File: config.mk
export PLATFORM = sky130hd
export DESIGN_NAME = sdram_port_arbiter
export DESIGN_NICKNAME = d
export VERILOG_FILES = /design/src/rtl/sdram_arb_pkg.sv /design/src/rtl/arb_timeout_ctr.sv /design/src/rtl/sdram_port_arbiter.sv
export SDC_FILE = /design/constraint.sdc
export NUM_CORES = 1
export LEC_CHECK = 0
export BUFFER_PORTS_ARGS = -buffer_cell sky130_fd_sc_hd__buf_2
export CAP_MARGIN = 20
export CORE_AREA = 2 2 133 135
export CTS_BUF_LIST = sky130_fd_sc_hd__clkbuf_16
export CTS_CLUSTER_SIZE = 16
export DETAILED_ROUTE_END_ITERATION = 16
export DIE_AREA = 0 0 135 137
export GPL_ROUTABILITY_DRIVEN = 0
export PLACE_DENSITY = 0.73
export SLEW_MARGIN = 10
export SYNTH_ARGS = -nofsm -noshare
export SYNTH_HDL_FRONTEND = slang
export SYNTH_SLANG_ARGS = --single-unit
File: constraint.sdc
create_clock -name clk -period 2.6 [get_ports clk]
set_input_delay 0.26 -clock clk [delete_from_list [all_inputs] [get_ports clk]]
set_output_delay 0.26 -clock clk [all_outputs]
set_load 0.01 [all_outputs]
File: src/rtl/sdram_arb_pkg.sv
// Shared types and constants for the SDRAM port arbiter.
//   arb_state_t : arbiter FSM states (IDLE, RD, WR, GAP)
//   BE_ALL      : byte-enable pattern driven with every bridge command
//   DEF_*       : default parameter values for the arbiter top
package sdram_arb_pkg;

    typedef enum logic [1:0] {
        IDLE = 2'd0,
        RD   = 2'd1,
        WR   = 2'd2,
        GAP  = 2'd3
    } arb_state_t;

    localparam logic [7:0] BE_ALL = 8'hFF;

    localparam int DEF_ADDR_W     = 23;
    localparam int DEF_DATA_W     = 64;
    localparam int DEF_TIMEOUT    = 1023;
    localparam int DEF_STARVE_MAX = 4;

endpackage

File: src/rtl/arb_timeout_ctr.sv
// Bridge-transaction watchdog for the SDRAM port arbiter.
//   clk, reset_n : clock, asynchronous active-low reset
//   clr_i        : force the count to zero (held while no command is active)
//   en_i         : a command is waiting for br_ac this cycle
//   expired_o    : high in the TIMEOUT-th waiting cycle of a command
// With the counter cleared before the command starts, the strobe stays
// high for exactly TIMEOUT cycles before the arbiter aborts it.
module arb_timeout_ctr #(
    parameter int TIMEOUT = 1023
) (
    input  logic clk,
    input  logic reset_n,
    input  logic clr_i,
    input  logic en_i,
    output logic expired_o
);

    localparam int CW = $clog2(TIMEOUT + 1);

    logic [CW-1:0] cnt_q;
    logic [CW-1:0] cnt_d;

    assign expired_o = en_i && (cnt_q == CW'(TIMEOUT - 1));

    always_comb begin
        cnt_d = cnt_q;
        if (clr_i) begin
            cnt_d = '0;
        end else if (en_i && !expired_o) begin
            cnt_d = cnt_q + CW'(1);
        end
    end

    always_ff @(posedge clk or negedge reset_n) begin
        if (!reset_n) begin
            cnt_q <= '0;
        end else begin
            cnt_q <= cnt_d;
        end
    end

endmodule

File: src/rtl/sdram_port_arbiter.sv
// Two-client arbiter (SD loader writes, audio reads) in front of the single
// 64-bit SDRAM bridge port. One transaction outstanding at a time, audio has
// priority, the loader is guaranteed a grant after STARVE_MAX audio grants.
//   Loader : init_we/init_addr/init_wrdata in, init_ac pulse out
//   Audio  : aud_rd/aud_addr in, aud_rddata/aud_ac/aud_wait out
//   Bridge : br_addr/br_be/br_read/br_write/br_wrdata out, br_ac/br_rddata in
//   Status : timeout_err (sticky), dbg_state_o (current FSM state)
// Handshake: client requests are levels held until their ac pulse and must
// drop on the edge where ac is seen; br_read/br_write are held stable until
// a one-cycle br_ac, and the GAP state guarantees the bridge sees each strobe
// deassert before the next command.
module sdram_port_arbiter
    import sdram_arb_pkg::*;
#(
    parameter int ADDR_W     = DEF_ADDR_W,
    parameter int DATA_W     = DEF_DATA_W,
    parameter int TIMEOUT    = DEF_TIMEOUT,
    parameter int STARVE_MAX = DEF_STARVE_MAX
) (
    input  logic              clk,
    input  logic              reset_n,
    input  logic              init_we,
    input  logic [ADDR_W-1:0] init_addr,
    input  logic [DATA_W-1:0] init_wrdata,
    output logic              init_ac,
    input  logic              aud_rd,
    input  logic [ADDR_W-1:0] aud_addr,
    output logic [DATA_W-1:0] aud_rddata,
    output logic              aud_ac,
    output logic              aud_wait,
    output logic [ADDR_W-1:0] br_addr,
    output logic [7:0]        br_be,
    output logic              br_read,
    output logic              br_write,
    output logic [DATA_W-1:0] br_wrdata,
    input  logic              br_ac,
    input  logic [DATA_W-1:0] br_rddata,
    output logic              timeout_err,
    output arb_state_t        dbg_state_o
);

    localparam int SW = $clog2(STARVE_MAX + 1);
    localparam logic [SW-1:0] STARVE_LIM = SW'(STARVE_MAX);

    arb_state_t        state_q,       state_d;
    logic [ADDR_W-1:0] br_addr_q,     br_addr_d;
    logic [DATA_W-1:0] br_wrdata_q,   br_wrdata_d;
    logic [7:0]        br_be_q,       br_be_d;
    logic              br_read_q,     br_read_d;
    logic              br_write_q,    br_write_d;
    logic [DATA_W-1:0] aud_rddata_q,  aud_rddata_d;
    logic              aud_ac_q,      aud_ac_d;
    logic              init_ac_q,     init_ac_d;
    logic [SW-1:0]     starve_q,      starve_d;
    logic              timeout_err_q, timeout_err_d;

    logic grant_aud;
    logic grant_init;
    logic busy;
    logic expired;

    // Audio wins unless the loader has already waited through STARVE_MAX
    // audio grants.
    assign grant_aud  = aud_rd && (!init_we || (starve_q < STARVE_LIM));
    assign grant_init = !grant_aud && init_we;
    assign busy       = (state_q == RD) || (state_q == WR);

    arb_timeout_ctr #(
        .TIMEOUT (TIMEOUT)
    ) u_timeout (
        .clk       (clk),
        .reset_n   (reset_n),
        .clr_i     (!busy),
        .en_i      (busy && !br_ac),
        .expired_o (expired)
    );

    always_comb begin
        state_d       = state_q;
        br_addr_d     = br_addr_q;
        br_wrdata_d   = br_wrdata_q;
        br_be_d       = br_be_q;
        br_read_d     = br_read_q;
        br_write_d    = br_write_q;
        aud_rddata_d  = aud_rddata_q;
        aud_ac_d      = 1'b0;
        init_ac_d     = 1'b0;
        starve_d      = starve_q;
        timeout_err_d = timeout_err_q;

        case (state_q)
            IDLE: begin
                if (grant_aud) begin
                    br_addr_d = aud_addr;
                    br_read_d = 1'b1;
                    br_be_d   = BE_ALL;
                    state_d   = RD;
                    if (init_we) begin
                        if (starve_q != STARVE_LIM) begin
                            starve_d = starve_q + SW'(1);
                        end
                    end else begin
                        starve_d = '0;
                    end
                end else if (grant_init) begin
                    br_addr_d   = init_addr;
                    br_wrdata_d = init_wrdata;
                    br_write_d  = 1'b1;
                    br_be_d     = BE_ALL;
                    state_d     = WR;
                    starve_d    = '0;
                end else begin
                    starve_d = '0;
                end
            end
            RD: begin
                if (br_ac || expired) begin
                    br_read_d    = 1'b0;
                    br_be_d      = '0;
                    aud_ac_d     = 1'b1;
                    // An aborted read returns zeros rather than stale data.
                    aud_rddata_d = br_ac ? br_rddata : '0;
                    if (!br_ac) begin
                        timeout_err_d = 1'b1;
                    end
                    state_d = GAP;
                end
            end
            WR: begin
                if (br_ac || expired) begin
                    br_write_d = 1'b0;
                    br_be_d    = '0;
                    init_ac_d  = 1'b1;
                    if (!br_ac) begin
                        timeout_err_d = 1'b1;
                    end
                    state_d = GAP;
                end
            end
            GAP: begin
                state_d = IDLE;
            end
            default: begin
                state_d = IDLE;
            end
        endcase
    end

    always_ff @(posedge clk or negedge reset_n) begin
        if (!reset_n) begin
            state_q       <= IDLE;
            br_addr_q     <= '0;
            br_wrdata_q   <= '0;
            br_be_q       <= '0;
            br_read_q     <= 1'b0;
            br_write_q    <= 1'b0;
            aud_rddata_q  <= '0;
            aud_ac_q      <= 1'b0;
            init_ac_q     <= 1'b0;
            starve_q      <= '0;
            timeout_err_q <= 1'b0;
        end else begin
            state_q       <= state_d;
            br_addr_q     <= br_addr_d;
            br_wrdata_q   <= br_wrdata_d;
            br_be_q       <= br_be_d;
            br_read_q     <= br_read_d;
            br_write_q    <= br_write_d;
            aud_rddata_q  <= aud_rddata_d;
            aud_ac_q      <= aud_ac_d;
            init_ac_q     <= init_ac_d;
            starve_q      <= starve_d;
            timeout_err_q <= timeout_err_d;
        end
    end

    assign br_addr     = br_addr_q;
    assign br_wrdata   = br_wrdata_q;
    assign br_be       = br_be_q;
    assign br_read     = br_read_q;
    assign br_write    = br_write_q;
    assign aud_rddata  = aud_rddata_q;
    assign aud_ac      = aud_ac_q;
    assign init_ac     = init_ac_q;
    assign aud_wait    = aud_rd & ~aud_ac_q;
    assign timeout_err = timeout_err_q;
    assign dbg_state_o = state_q;

endmodule

==> qor.csv, run 1 <==
metric;value;unit
status;finished clean;
Clock Sink Count;172;
I/O Buffers;345;
Crit Path Class;reg -> reg;
post-synth top area cell;dfrtp_1;
max-cap check violation count;0;
Critical Path Source;dbg_state_o[1];
final WL;16570;µm
synth top area cells;dfrtp_1, mux2_2, a22o_1, mux2i_1, o21ai_0;
setup TNS;0;ns
Num CTS Buffers;17;
setup slack, reg-to-reg;0.45;ns
share of cells above drive strength 1;52.65;%
Root Buffer;clkbuf_16;
r2r endpoint;aud_rddata[47];
number of global-route vias before repair;4954;
Layout Nets;1023;
First DRT Iteration DRCs;168;
DR pass1 iterations;4;
clock-pin slew on the worst setup and hold paths;0.07;ns
final hold violation count;0;
Area Overhead vs Synth;37.00;%
Synth Flop Type;dfrtp_1;
initial core utilization;40.33;%
FF-to-FF path depth;7;
DP HPWL;12300;µm
share of the synthesized area in the top cell type;62.57;%
Final Cycle Share;82.68;%
number of enable-type register cells in the synthesized netlist;0;
Die Span Y;137;µm
Top-Level Pins;346;
row count;48;
slew margin rel.;50.90;%
worst setup path endpoint;aud_rddata[47];
arrival time at the worst endpoint;2.46;ns
VDD IR-drop max;562.2;µV
mean post-synth cell area;13.76;µm²
Mapped Area;6879;µm²
maximum fanout along the worst path;61;
Clock Path Buffers;2;
full die area;18500;µm²
core area;17060;µm²
drt drc;0;
GRT overflow;0;
synthesized instance count;500;
Worst Setup End Kind;register;
post-synthesis cell type count;45;
TritonCTS clock tree;built;
RSZ-0062 raised after global routing;no;
H-tree depth;4;
Highest Clock Rate;465.2;MHz
Fill cells;1467;
fin crit period;2.150;ns
worst min path class;in -> reg;
sequential area share after synthesis;62.57;%
Tot Pwr;0.01117;W
slew at the pin closest to its max-slew limit;0.7365;ns
Yosys warning count;0;
Die X;135;µm
final setup vio count;0;
Worst EP required;2.91;ns
skew final;0.01201;ns
power per cell area;1185;nW/µm²
largest net degree at the start of global routing;69;
Yosys reg bits;172;
antenna violations before repair;3;
Worst R2R Start;dbg_state_o[1];
vias;5199;
Startpoint Class;register;
Leak Pwr;4.942;nW
vias per cell;4.832;
Synthesized Nets;687;
first-pass GRT wire length;25410;µm
Routed Antenna Nets;0;
# resized after CTS;0;
DR WL/cell;15.40;µm
GRT Total Usage;17.50;%
asr flop ratio synth;100.0;%
hold_buf cts;1;
Setup Buffers After CTS;0;
fin. max-slew vios;0;
Clk Latency, worst-skew pair;0.42;ns
## per-stage QoR
stage | hold WS (ns) | util, % | worst slack (ns) | cell area, µm² | instances
floorplan | -0.03559 | - | 0.5730 | 6879 | 500
global placement | 0.2386 | 51.59 | 0.5240 | 8800 | 1041
detailed placement | 0.2350 | 51.59 | 0.4582 | 8800 | 1041
CTS | 0.03307 | 55.22 | 0.4541 | 9419 | 1074
global route | 0.02553 | 55.25 | 0.3323 | 9424 | 1076
finish | 0.05239 | 55.25 | 0.4502 | 9424 | 1076
## cells by family after synthesis
logic type	share of synthesized area, %
AO/OA/AOI/OAI	12.59
XOR/XNOR	0.2547
adder cells (fa/ha/maj)	1.455
buffers and inverters	3.947
flip-flops	62.57
multiplexers	14.71
AND/OR/NAND/NOR	4.474
## where the power goes
group	switching (W)	internal (W)
sequential	0.000615	0.00388
combinational	0.00210	0.00200
clock	0.00112	0.00146
## critical path, cell delays in order, from the launching register on
cell,delay (ns)
dfrtp_1,0.39
inv_1,0.10
ha_1,0.31
inv_2,0.07
o41ai_2,0.47
nand2_2,0.18
buf_12,0.22
a22o_1,0.27
## cell usage after synthesis (7+ instances only)
cell type  number
ha_1            8
nand2_1        30
clkbuf_1       12
dfrtp_1       172
a22o_1         65
mux2_1         11
buf_2          10
inv_1          12
buf_4           7
mux2i_1        28
o21ai_0        31
mux2_2         54
## cells in the final DEF, fill, tap and decap left out, types with 4 or more instances in the layout
cell and n:
buf_12 4, mux2_2 54, ha_1 8, buf_2 344, mux2i_1 28, a22o_1 65
o21ai_0 30, nor2_1 4, inv_1 12, nand2_1 29, clkbuf_16 17, dfrtp_1 172
mux2_1 11, a21oi_1 6, nand3_1 6, inv_8 4, buf_4 4
## cell type report
cell class              count  area [µm²]  area share, %
flip-flops and latches    172        4304          45.67
multi-input cells         278        2322          24.64
repair buffers            354        1853          19.66
clock buffers              17       425.4          4.514
well taps                 225       281.5          2.987
clock inverters            15       183.9          1.952
inverters                  13       48.80         0.5178
diodes                      2       5.005        0.05311
## worst min-delay path by stage
stage	from	end	slack, ns	cells past startpoint
3_3_place_gp	reset_n	br_wrdata[38]	0.24	1
3_5_place_dp	reset_n	br_wrdata[38]	0.23	1
6_report	br_rddata[9]	aud_rddata[9]	0.05	2
4_1_cts	br_rddata[38]	aud_rddata[38]	0.03	2
5_1_grt	br_rddata[38]	aud_rddata[38]	0.03	2
2_1_floorplan	reset_n	aud_ac	-0.04	0
## metal layers
layer | global-route usage, % | part of all wire [%] | vias up
met5 | 0 | 0 | -
met4 | 6.076 | 1.6 | 0
met3 | 4.704 | 7.4 | 20
met2 | 28.71 | 48 | 235
met1 | 22.53 | 43 | 2457
li1 | - | - | 2487
## registers in the layout (all words and copies together) (netlist names)
signal	cells
u_timeout.cnt_q	10
aud_ac	1
starve_q	3
br_addr	23
br_write	1
aud_rddata	64
timeout_err	1
dbg_state_o	2
br_be	1
br_wrdata	64
init_ac	1
br_read	1
Note: power is estimated with default switching activity, not from simulation.
==> inputs of run 2 (changes only) <==
--- a/config.mk
+++ b/config.mk
@@ -7,13 +7,13 @@
 export LEC_CHECK = 0
 export BUFFER_PORTS_ARGS = -buffer_cell sky130_fd_sc_hd__buf_2
 export CAP_MARGIN = 20
-export CORE_AREA = 2 2 133 135
+export CORE_ASPECT_RATIO = 0.7
+export CORE_UTILIZATION = 41
 export CTS_BUF_LIST = sky130_fd_sc_hd__clkbuf_16
 export CTS_CLUSTER_SIZE = 16
 export DETAILED_ROUTE_END_ITERATION = 16
-export DIE_AREA = 0 0 135 137
 export GPL_ROUTABILITY_DRIVEN = 0
-export PLACE_DENSITY = 0.73
+export PLACE_DENSITY = 0.77
 export SLEW_MARGIN = 10
 export SYNTH_ARGS = -nofsm -noshare
 export SYNTH_HDL_FRONTEND = slang
==> constraint.sdc (replaced) <==
create_clock -name clk -period 1.8 [get_ports clk]
set_input_delay 0.18 -clock clk [delete_from_list [all_inputs] [get_ports clk]]
set_output_delay 0.18 -clock clk [all_outputs]
set_load 0.01 [all_outputs]
==> run 2 against run 1 <==
  * The run now ends with negative setup slack left
  * Sequential power up 46%
  * Critical path depth unchanged
  * Cell area increased by 18%
  * Global-route usage grew 5.8 points
  * Via count is 14% higher
  * Combinational power rose by 72%
  * Total power up 55%
==> qor.csv, run 2 (synthesis results as in run 1) <==
metric;value;unit;change
status;finished, violations left;;
violated checks;negative setup slack;;
first-pass GRT wire length;30750;µm;+21%
FF-to-FF path depth;7;;unchanged
Worst EP required;2.10;ns;-0.81 ns
setup slack, reg-to-reg;-0.12;ns;-0.57 ns
Startpoint Class;register;;
Clock Path Buffers;2;;unchanged
Switching Share;35.41;%;+1.0 points
final hold violation count;0;;unchanged
row count;39;;-19%
Clk Latency, worst-skew pair;0.42;ns;about the same
Highest Clock Rate;521.3;MHz;+12%
fin crit period;1.918;ns;-0.2315 ns
Final Cycle Share;106.6;%;+24 points
worst hold margin;0.04295;ns;-0.009433 ns
Top-Level Pins;346;;unchanged
slowest stage delay, CP;0.41;ns;-0.06 ns
crit-path cells;inv_2, ha_4, inv_4, o41ai_4, nand2_4, clkbuf_16, a22o_1;;
GRT Total Usage;23.32;%;+5.8 points
Leak Pwr;5.705;nW;+15%
wl on met1;8461;µm;+20%
GRT overflow;0;;unchanged
switching power total;0.006130;W;+60%
arrival time at the worst endpoint;2.22;ns;-0.24 ns
fin. max-slew vios;0;;unchanged
core area;16350;µm²;-4.2%
DR pass1 iterations;4;;unchanged
H-tree depth;4;;unchanged
Crit Path Class;reg -> reg;;
HP Start;init_addr[10];;
Die X;156.8;µm;+16%
Clk pwr share;21.5;%;-1.6 points
DR WL/cell;17.27;µm;+12%
clock-pin slew on the worst setup and hold paths;0.08;ns;about the same
skew final;0.01005;ns;-0.001964 ns
vias;5920;;+14%
Area Overhead vs Synth;61.71;%;
final WL;21190;µm;+28%
vias per cell;4.825;;-0.15%
pre-CTS setup slack;-0.06697;ns;-0.5251 ns
total length of routed met2 wires;11060;µm;+38%
combinational fraction of design power;40.6;%;+3.9 points
antenna violations before repair;0;;-3
cell area after layout;11120;µm²;+18%
Placement Cell Area;9107;µm²;+3.5%
Internal Pwr Total;0.01118;W;+53%
share of cells above drive strength 1;48.30;%;-4.3 points
RSZ-0062 raised after global routing;yes;;
max-cap check violation count;0;;unchanged
r2r endpoint;aud_rddata[16];;
number of global-route vias before repair;6069;;+23%
I/O Buffers;345;;unchanged
worst setup margin;-0.1183;ns;-0.5685 ns
First DRT Iteration DRCs;352;;+110%
Worst R2R Start;dbg_state_o[0];;
maximum fanout along the worst path;16;;-74%
Hold EP;br_addr[10];;
DP HPWL;12790;µm;+4.0%
final non-filler cell total;1227;;+14%
setup TNS;-5.212;ns;-5.212 ns
drt drc;0;;unchanged
Num CTS Buffers;17;;unchanged
final setup vio count;64;;+64
buffer and inverter count on the worst path;3;;unchanged
Worst path slowest cell;o41ai_4;;
Root Buffer;clkbuf_16;;
register share of total power;38.0;%;-2.2 points
slew margin rel.;58.95;%;+8.1 points
largest net degree at the start of global routing;108;;+57%
power per cell area;1556;nW/µm²;+31%
Die Span Y;110.4;µm;-19%
DR top layer;met4;;
hold path depth;3;;+1
initial core utilization;42.08;%;+1.8 points
commonest cells after routing, fill and taps aside;buf_2, dfrtp_1, dlygate4sd3_1;;
Routed Antenna Nets;0;;unchanged
Fill cells;1085;;-26%
routed wl met3;1366;µm;+11%
commonest non-fill, non-tap cell in the layout;buf_2;;
Layout Nets;1176;;+15%
Inst Count DP;1058;;+1.6%
Clock Sink Count;172;;unchanged
Worst Setup End Kind;register;;
full die area;17310;µm²;-6.4%
slew at the pin closest to its max-slew limit;0.6157;ns;-0.1208 ns
worst min path class;in -> reg;;
delay-heaviest family, CP;compound AO/OA/AOI/OAI gates;;
antenna cells;0;;-2
TritonCTS clock tree;built;;
VDD IR-drop max;816.2;µV;+45%
==> run 2: changes by cell type in the layout (fill, tap and decap cells not counted), sizes merged, moves of 2 or more <==
cell / delta
diode: -2
buf: +23
clkbuf: +2
dlygate4sd3: +128
==> run 2: area by class of cell <==
cell class,count,area (µm²),area share [%]
clock buffer,17,425.4,3.824
clock inverter,15,183.9,1.653
inverter,13,53.80,0.4836
multi-input combinational,278,2436,21.90
sequential,172,4304,38.69
tap,225,281.5,2.531
timing repair buffer,507,3440,30.92
==> run 2: worst max path at each step <==
stage                            start        endpoint  slack (ns)  depth (start not counted)
finish                  dbg_state_o[0]  aud_rddata[16]       -0.12                          7
global route            dbg_state_o[0]  aud_rddata[16]       -0.20                          7
CTS                 u_timeout.cnt_q[0]   aud_rddata[6]       -0.08                          7
detailed placement  u_timeout.cnt_q[0]  aud_rddata[60]       -0.07                          7
global placement    u_timeout.cnt_q[0]  aud_rddata[62]        0.01                          7
floorplan               dbg_state_o[1]   br_wrdata[10]       -0.08                          7
==> run 2: layer usage <==
layer | vias up | global-route usage (%)
met1 | 2893 | 26.52
met4 | 0 | 7.703
met3 | 24 | 6.802
li1 | 2787 | -
met5 | - | 0
met2 | 216 | 42.32
==> run 2: metrics by stage <==
step | power [W] | utilization, %
floorplan | 0.01020 | -
global placement | 0.01283 | 55.71
detailed placement | 0.01304 | 55.71
CTS | 0.01702 | 67.16
global route | 0.01835 | 68.05
finish | 0.01731 | 68.05
==> run 2: worst min-delay path: stages <==
cell     delay [ns]
buf_2          0.07
mux2i_1        0.05
o21ai_0        0.13
==> run 2: power by group through the flow <==
| stage | registers, W | logic [W] | clock network (W) |
|---|---|---|---|
| after floorplan | 0.00735 | 0.00286 | 0 |
| after global placement | 0.00650 | 0.00633 | 0 |
| after detailed placement | 0.00651 | 0.00653 | 0 |
| after CTS | 0.00650 | 0.00674 | 0.00379 |
| after global routing | 0.00676 | 0.00760 | 0.00398 |
| final | 0.00657 | 0.00702 | 0.00372 |
==> run 2: timing repair <==
item | CTS | global route
gates cloned | 0 | 4
pin swaps | 1 | 4
hold buffers | 126 | 3
hold endpoints to repair | 297 | 3
resized for setup | 0 | 4
endpoints found under the setup margin | 61 | 83
setup buffers | 0 | 4
==> inputs of run 3 (changes only) <==
--- a/config.mk
+++ b/config.mk
@@ -14,6 +14,7 @@
 export DETAILED_ROUTE_END_ITERATION = 16
 export GPL_ROUTABILITY_DRIVEN = 0
 export PLACE_DENSITY = 0.77
+export REMOVE_ABC_BUFFERS = 1
 export SLEW_MARGIN = 10
 export SYNTH_ARGS = -nofsm -noshare
 export SYNTH_HDL_FRONTEND = slang
==> run 3 against run 2 <==
  * The run still ends with negative setup slack left
  * Combinational power shrank 4.6%
  * Maximum frequency rose by 3.2%
  * Total power is 2.8% lower
  * Worst setup slack gained 0.059 ns
  * Count of clock-buffer cells in the layout unchanged
  * Clock skew down 0.0015 ns
  * Routed wire length decreased by 1.7%
  * Register-to-register slack better by 0.06 ns
  * Highest routed layer is now met5
==> qor.csv, run 3 (synthesis results as in run 1) <==
metric;value;unit;change
Root Buffer;clkbuf_16;;
max-cap check violation count;0;;unchanged
skew final;0.008581;ns;-0.001466 ns
Worst EP required;2.09;ns;about the same
HP Start;br_rddata[4];;
Clock Sink Count;172;;unchanged
worst min path class;in -> reg;;
DR WL/cell;17.03;µm;-1.4%
clock-pin slew on the worst setup and hold paths;0.07;ns;about the same
initial core utilization;42.08;%;unchanged
Clk pwr share;20.9;%;-0.6 points
Worst Setup End Kind;register;;
GRT Total Usage;23.77;%;+0.45 points
Die X;156.8;µm;unchanged
DR pass1 iterations;4;;unchanged
TritonCTS clock tree;built;;
r2r endpoint;aud_rddata[31];;
vias per cell;4.828;;about the same
full die area;17310;µm²;unchanged
largest net degree at the start of global routing;65;;-40%
DP HPWL;13450;µm;+5.2%
Hold EP;aud_rddata[4];;
FF-to-FF path depth;7;;unchanged
register share of total power;39.3;%;+1.3 points
Num CTS Buffers;17;;unchanged
antenna violations before repair;2;;+2
Clk Latency, worst-skew pair;0.42;ns;about the same
VDD IR-drop max;892.4;µV;+9.3%
Switching Share;35.35;%;-0.060 points
fin crit period;1.860;ns;-0.05866 ns
Top-Level Pins;346;;unchanged
RSZ-0062 raised after global routing;yes;;
setup slack, reg-to-reg;-0.06;ns;+0.06 ns
final WL;20840;µm;-1.7%
final hold violation count;0;;unchanged
number of global-route vias before repair;5901;;-2.8%
Clock Path Buffers;2;;unchanged
Startpoint Class;register;;
maximum fanout along the worst path;32;;+16
violated checks;negative setup slack;;
Layout Nets;1171;;-0.43%
hold path depth;2;;-1
vias;5909;;-0.19%
Crit Path Class;reg -> reg;;
drt drc;0;;unchanged
GRT overflow;0;;unchanged
slew at the pin closest to its max-slew limit;0.4266;ns;-0.1891 ns
Worst R2R Start;dbg_state_o[0];;
Fill cells;1184;;+9.1%
arrival time at the worst endpoint;2.15;ns;-0.07 ns
First DRT Iteration DRCs;256;;-27%
first-pass GRT wire length;30940;µm;+0.63%
Highest Clock Rate;537.7;MHz;+3.2%
share of cells above drive strength 1;47.94;%;-0.36 points
I/O Buffers;345;;unchanged
Die Span Y;110.4;µm;unchanged
H-tree depth;4;;unchanged
worst hold margin;0.01753;ns;-0.02543 ns
core area;16350;µm²;unchanged
row count;39;;unchanged
worst setup margin;-0.05964;ns;+0.05866 ns
Internal Pwr Total;0.01088;W;-2.7%
switching power total;0.005950;W;-2.9%
Leak Pwr;5.606;nW;-1.7%
commonest non-fill, non-tap cell in the layout;buf_2;;
slew margin rel.;71.56;%;+13 points
Final Util;66.84;%;-1.2 points
Area Overhead vs Synth;58.82;%;
combinational fraction of design power;39.8;%;-0.8 points
Routed Antenna Nets;0;;unchanged
power per cell area;1541;nW/µm²;-1.0%
Final Cycle Share;103.3;%;-3.3 points
final setup vio count;64;;unchanged
status;finished, violations left;;
commonest cells after routing, fill and taps aside;buf_2, dfrtp_1, dlygate4sd3_1;;
fin. max-slew vios;0;;unchanged
## run 3: timing repair
action	in CTS	in global routing
hold buffers	123	0
endpoints found under the setup margin	64	79
pin swaps	1	1
setup buffers	0	3
resized for setup	3	6
hold endpoints to repair	157	0
## run 3: power groups by stage
stage / Sequential (W) / Combinational [W] / Clock (W)
detailed placement: 0.00652 / 0.00637 / 0
finish: 0.00661 / 0.00670 / 0.00352
CTS: 0.00652 / 0.00660 / 0.00358
global placement: 0.00650 / 0.00618 / 0
global route: 0.00681 / 0.00733 / 0.00377
floorplan: 0.00735 / 0.00239 / 0
## run 3: metal layers
metal	global-route usage, %	vias up	wire [µm]
li1	-	2775	-
met1	28.24	2865	8412
met2	40.10	228	10390
met3	7.936	39	1577
met4	9.454	2	451
met5	0	-	13
## run 3: how the worst max path moves through the flow
stage	startpoint	endpoint	slack [ns]	cells after the start
detailed placement	dbg_state_o[0]	aud_rddata[32]	-0.13	7
floorplan	starve_q[2]	br_wrdata[11]	-2.08	3
finish	dbg_state_o[0]	aud_rddata[31]	-0.06	7
global route	dbg_state_o[0]	aud_rddata[4]	-0.13	7
global placement	dbg_state_o[0]	aud_rddata[41]	-0.04	7
CTS	dbg_state_o[0]	aud_rddata[31]	-0.07	7
## run 3: layout make-up
class | instances | area, µm² | area share, %
well taps | 225 | 281.5 | 2.577
clock buffers | 17 | 425.4 | 3.894
multi-input cells | 278 | 2360 | 21.60
diodes | 2 | 5.005 | 0.04581
flip-flops and latches | 172 | 4304 | 39.40
inverters | 13 | 51.30 | 0.4695
repair buffers | 502 | 3361 | 30.76
clock inverters | 15 | 137.6 | 1.260
## run 3: metrics by stage
step / power (W) / setup TNS, ns / setup WS [ns] / instances / area (µm²)
2_1_floorplan: 0.009749 / -240.61 / -2.080 / 463 / 6656
3_3_place_gp: 0.01267 / -2.430 / -0.04357 / 1064 / 9060
3_5_place_dp: 0.01289 / -7.100 / -0.1265 / 1064 / 9060
4_1_cts: 0.01671 / -2.870 / -0.07121 / 1219 / 10880
5_1_grt: 0.01790 / -6.556 / -0.1283 / 1223 / 10920
6_report: 0.01683 / -1.805 / -0.05964 / 1224 / 10930
## run 3: worst max-delay path, cell delays in order (launching register included)
cell,delay (ns)
dfrtp_1,0.37
inv_2,0.06
ha_4,0.28
inv_4,0.04
o41ai_4,0.37
nand2_2,0.16
buf_12,0.19
a22o_1,0.26
